File: config.mk
export PLATFORM = sky130hd
export DESIGN_NAME = pc_unit
export DESIGN_NICKNAME = d
export VERILOG_FILES = /design/src/rtl/pc_pkg.sv /design/src/rtl/pc_next.sv /design/src/rtl/pc_unit.sv
export SDC_FILE = /design/constraint.sdc
export NUM_CORES = 1
export LEC_CHECK = 0
export CAP_MARGIN = 20
export CORE_MARGIN = 4
export CORE_UTILIZATION = 40
export CTS_CLUSTER_SIZE = 30
export DETAILED_ROUTE_END_ITERATION = 12
export PLACE_DENSITY = 0.83
export SLEW_MARGIN = 40
export SYNTH_ARGS = -nofsm -noshare
export SYNTH_HDL_FRONTEND = slang
export SYNTH_SLANG_ARGS = --single-unit
File: constraint.sdc
create_clock -name clk -period 3 [get_ports clk]
set_clock_uncertainty 0.1 [all_clocks]
set_input_delay 0.75 -clock clk [delete_from_list [all_inputs] [get_ports clk]]
set_output_delay 0.75 -clock clk [all_outputs]
set_load 0.1 [all_outputs]
File: src/rtl/pc_pkg.sv
// Shared opcode constants and FSM state type for the program-counter unit.
package pc_pkg;

  localparam logic [6:0] OP_BRANCH = 7'b1100011;
  localparam logic [6:0] OP_JAL    = 7'b1101111;
  localparam logic [6:0] OP_JALR   = 7'b1100111;

  typedef enum logic [1:0] {
    ST_BOOT = 2'd0,
    ST_RUN  = 2'd1,
    ST_HALT = 2'd2
  } state_t;

endpackage

File: src/rtl/pc_next.sv
// Combinational next-PC target selection, redirect and misalign detection.
// Misaligned-target trapping is compiled in only with PC_MISALIGN_TRAP_EN.
module pc_next
  import pc_pkg::*;
#(
  parameter int              XLEN     = 32,
  parameter logic [XLEN-1:0] TRAP_VEC = 32'h0000_0100
) (
  input  logic [XLEN-1:0] pc,
  input  logic [6:0]      opcode,
  input  logic            and_out,
  input  logic [XLEN-1:0] rs1_val,
  input  logic [XLEN-1:0] imm,
  output logic [XLEN-1:0] next_pc,
  output logic            redirect,
  output logic            trap
);

  logic [XLEN-1:0] target;

  always_comb begin
    redirect = 1'b0;
    target   = pc + XLEN'(4);
    case (opcode)
      OP_BRANCH: begin
        if (and_out) begin
          redirect = 1'b1;
          target   = pc + imm;
        end
      end
      OP_JAL: begin
        redirect = 1'b1;
        target   = pc + imm;
      end
      OP_JALR: begin
        redirect = 1'b1;
        target   = (rs1_val + imm) & ~XLEN'(1);
      end
      default: ;
    endcase
  end

`ifdef PC_MISALIGN_TRAP_EN
  always_comb begin
    trap    = redirect && (target[1:0] != 2'b00);
    next_pc = trap ? TRAP_VEC : target;
  end
`else
  // Without trapping, the low address bits are simply dropped.
  logic unused_bits;
  assign unused_bits = ^{TRAP_VEC, target[1:0]};
  assign trap        = 1'b0;
  assign next_pc     = {target[XLEN-1:2], 2'b00};
`endif

endmodule

File: src/rtl/pc_unit.sv
// Program-counter unit: BOOT/RUN/HALT sequencing, PC register, redirect counter.
// Optional macro PC_MISALIGN_TRAP_EN enables misaligned-target trapping.
//
// state | meaning
// BOOT  | post-reset, pc=RESET_VEC not yet fetchable
// RUN   | fetching; pc advances unless stalled
// HALT  | pc frozen until resume
module pc_unit
  import pc_pkg::*;
#(
  parameter int              XLEN      = 32,
  parameter logic [XLEN-1:0] RESET_VEC = 32'h0000_0000,
  parameter logic [XLEN-1:0] TRAP_VEC  = 32'h0000_0100,
  parameter int              CNT_W     = 32
) (
  input  logic             clk,
  input  logic             rst_n,
  input  logic [6:0]       opcode,
  input  logic             and_out,
  input  logic [XLEN-1:0]  rs1_val,
  input  logic [XLEN-1:0]  imm,
  input  logic             stall,
  input  logic             halt_req,
  input  logic             resume,
  output logic [XLEN-1:0]  pc,
  output logic [XLEN-1:0]  pc_plus4,
  output logic             pc_valid,
  output logic             halted,
  output logic             misalign,
  output logic [CNT_W-1:0] taken_cnt
);

  state_t          state, state_nx;
  logic            update;
  logic [XLEN-1:0] next_pc;
  logic            redirect;
  logic            trap;

  pc_next #(
    .XLEN     (XLEN),
    .TRAP_VEC (TRAP_VEC)
  ) u_next (
    .pc       (pc),
    .opcode   (opcode),
    .and_out  (and_out),
    .rs1_val  (rs1_val),
    .imm      (imm),
    .next_pc  (next_pc),
    .redirect (redirect),
    .trap     (trap)
  );

  always_ff @(posedge clk) begin
    if (!rst_n) state <= ST_BOOT;
    else        state <= state_nx;
  end

  always_comb begin
    state_nx = state;
    update   = 1'b0;
    case (state)
      ST_BOOT: state_nx = ST_RUN;
      ST_RUN: begin
        if (halt_req)    state_nx = ST_HALT;
        else if (!stall) update   = 1'b1;
      end
      ST_HALT: begin
        if (resume) state_nx = ST_RUN;
      end
      default: state_nx = ST_BOOT;
    endcase
  end

  always_ff @(posedge clk) begin
    if (!rst_n) begin
      pc        <= RESET_VEC;
      taken_cnt <= '0;
      misalign  <= 1'b0;
    end else begin
      // trap is constant 0 when trapping is compiled out
      misalign <= update & trap;
      if (update) begin
        pc <= next_pc;
        if (redirect && (taken_cnt != '1)) taken_cnt <= taken_cnt + CNT_W'(1);
      end
    end
  end

  assign pc_plus4 = pc + XLEN'(4);
  assign pc_valid = (state == ST_RUN);
  assign halted   = (state == ST_HALT);

endmodule
==> results.md <==
- Setup repair after global routing could not meet its margin everywhere.
- The routed design could run at a clock period as short as 3.003 ns.
- The type of destination of the critical path is a primary output.
- The mean post-synth cell area is 7.541 um^2.
- On the worst path, the slowest cell contributes a delay of 0.34 ns.
- After detailed routing, the number of remaining DRC violations is 0.
- After detailed routing, the average wire length per cell comes to 19.53 um.
- The first detailed-routing pass took 5 iterations.
- The count of H-tree levels built during CTS is 3.
- Of the synthesized area, sequential elements account for 19.83%.
- The detailed placement HPWL is 19900 um.
- At the pin with the least slew margin, the transition time is 0.5284 ns.
- dfxtp_1 takes more of the synthesized area than any other cell.
- The share of synthesized flip-flops with an asynchronous set or reset is 0%.
- The max-slew violation count came to 0.
- At the end of the flow, the number of nets in the layout was 1370.
- The number of violations of the max-capacitance limit is 0.
- In this run the standard cell core region covers 15890 um^2.
- The floorplan step defined a die boundary enclosing 18250 um^2.
- The final reports fail on setup timing.
- Walking the worst path, the cells encountered are and3_4, and3_4, nand3_2, nor3_4, nand4_1, xnor2_4, buf_12.
- TritonCTS built the clock tree.
- Counting instances in the post-synthesis netlist gives the leading cell types as a21oi_1 (80), nand2_1 (74), nor2_1 (67).
- Entering global routing, the biggest net connects 34 pins.
- The number of hold buffers added after CTS is 0.
- Once routing completed, OpenROAD measured the worst setup slack at -0.002885 ns.
- For the worst-skew pair, the clock arrives at the later sink with an insertion delay of 0.35 ns.
- The total detailed-routing wirelength is 28350 um.
- The cell family with the largest share of critical-path delay is simple AND/OR/NAND/NOR gates.
- The mapped cell area is 6462 um^2.
- The overall global routing resource usage is 28.54%.
- The count of boundary I/O pins is 176.
- The flop and latch count out of synthesis is 64.
- After floorplanning, the core was divided into 46 placement rows.
- The fraction of layout cells with a size suffix above 1 is 44.98%.
- The worst hold path belongs to the class flip-flop to flip-flop.
- By startpoint and endpoint, the worst setup path is classified as flip-flop to primary output.
- The weighted congestion at the end of routability-driven global placement is 0.9120.
- The maximum fanout count along the critical path is 3.
- The starting utilization of the core area is 40.68%.
- The wire length of the first global-routing pass is 41900 um.
- The count of port buffers added during placement is 170.
- The setup violation total in the final timing report is 2.
- No sink is reached through more buffers than the 2 on the longest clock path.
- For this design the ratio of total power to cell area is 322.6 nW/um^2.
- Clock-pin slew was measured on the worst setup and hold paths at 0.06 ns.
- The most used flip-flop cell after synthesis is dfxtp_1.
- The number of antenna violations at the first check in global routing is 0.
- During synthesis, Yosys emitted a total of 0 warnings.
- The number of enable-type register cells in the synthesized netlist is 0.
- From left edge to right edge, the die measures 135.1 um.
- In the post-synthesis netlist, the biggest area contributors are dfxtp_1 (20%), ha_1 (12%), xnor2_1 (8.9%).
- The leftover overflow at the end of global routing is 0.
- The worst path arrival time is 2.15 ns.
- At the worst endpoint, the required time is 2.15 ns.
- The root cell of the clock tree is clkbuf_16.
- The detail route stage leaves a number of antenna-violating nets equal to 0.
- The layout overhead on the synthesized area is 82.27%.
- The count of cells along the worst hold path is 2.
- The number of buffers and inverters on the critical path is 1.
- The cell occurring most often along the worst timing path is and3_4.
- The die height is 135.1 um.
- The run finished, with violations left.
- The clock buffer count from CTS is 9.
- The path length in cells of the critical path is 7.
- In the post-synthesis netlist, the cell with the most instances is a21oi_1.
- The area share of the leading cell type in the synthesized netlist is 19.83%.
- The routed via count is 8465.
- The maximum ir drop on the vdd rail is 0.2598 mV.
- Synthesis produced 857 cells.
- The cell with the largest stage delay on the worst path is dfxtp_4.
- Dividing the detail-routed via count by the number of cells gives 5.830.
- The final cycle utilization of the critical path is 100.1%.
- The via count of the first global-routing pass is 8353.
- The number of DRC violations after detailed-routing iteration 0 is 858.
- Across all hold checks on the routed design, the worst slack comes to 0.4035 ns.
- The number of antenna diodes in the final layout is 0.
- The number of different library cells used by synthesis comes to 56.
- The kind of launch point of the worst setup path is a flip-flop.
- CTS saw 64 sinks.
- The number of cells on the worst reg-to-reg path is 12.
- The highest clock frequency the design can meet is 333.0 MHz.
- The hold violation count in the final report is 0.
- The core occupancy in the finished layout is 74.15%.
- The analysis attributes to cell leakage a power of 0.005286 uW.
- The normalized max-slew margin is 64.77%.
[timing repair]
item,4_1_cts,5_1_grt
setup endpoints to repair,39,42
pin swaps,61,68
setup buffers,23,28
resized for setup,140,102
[through the flow]
stage / worst slack, ns / setup TNS [ns] / power [uW] / cells / cell area, um^2
6_report: -0.002885 / -0.004415 / 3800 / 1452 / 11780
5_1_grt: -0.1305 / -0.8049 / 3946 / 1452 / 11780
4_1_cts: -0.03645 / -0.03645 / 3685 / 1424 / 11300
3_5_place_dp: -0.9345 / -19.58 / 2436 / 1385 / 10480
3_3_place_gp: -0.8788 / -17.30 / 2409 / 1385 / 10480
2_1_floorplan: -0.1948 / -0.7773 / 1841 / 861 / 7252
[sequential cells by signal, indices dropped and copies added (netlist names)]
register,flops
pc,30
taken_cnt,32
state,2
[routing by layer]
| metal | part of all wire, % | up-vias | global-route usage, % | routed length (um) |
|---|---|---|---|---|
| met5 | 0 | - | 0 | 0 |
| met4 | 4.0 | 0 | 11.53 | 1127 |
| met3 | 8.2 | 107 | 6.408 | 2337 |
| met2 | 49 | 474 | 48.87 | 13820 |
| met1 | 39 | 3976 | 34.64 | 11060 |
| li1 | - | 3908 | - | - |
[worst register-to-register path, stage by stage (launching register included)]
cell	delay, ns
dfxtp_4	0.36
ha_4	0.17
buf_4	0.13
buf_4	0.12
a211oi_1	0.39
o21ai_2	0.19
or2_2	0.33
a21o_1	0.17
a21oi_1	0.22
xnor2_1	0.11
a21oi_1	0.13
o21ai_0	0.10
a31o_2	0.25
[kinds of logic after synthesis]
logic type	Yosys count	share of synthesized area, %
compound gates	281	27.86
xor+xnor	102	13.82
fa+ha+maj	62	12.12
buf+inv	57	3.601
flops	64	19.83
mux	3	0.4647
other cells	1	0.05803
simple gates	287	22.25
[layout make-up]
| class | count | area [um^2] |
|---|---|---|
| clock buffer | 10 | 250.2 |
| clock inverter | 6 | 71.32 |
| fill | 1094 | 4106 |
| inverter | 20 | 75.07 |
| multi-input combinational | 740 | 6223 |
| sequential | 64 | 1409 |
| tap | 216 | 270.3 |
| timing repair buffer | 396 | 3480 |
[worst paths after layout]
kind / start / end / slack, ns
setup / recovery: pc[6] / pc_plus4[19] / -0.003
hold / removal: taken_cnt[25] / taken_cnt[25] / 0.40
hold reg to reg: taken_cnt[25] / taken_cnt[25] / 0.40
setup reg to reg: pc[2] / pc[11] / 0.13
[report_power, final]
group          total [uW]  switching [uW]  internal [uW]
Combinational        1730             977            749
Sequential            905            44.3            860
Clock                1170             465            704
Total                3800            1490           2310
[layout by cell type, fill, tap and decap left out, types with 13 or more instances in the layout]
cell type          n
xnor2_4           17
xnor2_1           41
dfxtp_4           25
a221oi_1          20
buf_4            286
nor2_1            64
inv_1             18
nand2_1           69
nand3_1           28
a21o_1            34
dfxtp_2           27
a21oi_1           70
ha_4              25
clkdlybuf4s50_1   31
nand4_1           16
o21ai_0           48
xor2_1            33
clkbuf_2          13
buf_12            28
ha_1              32
Note: power is estimated with default switching activity, not from simulation.
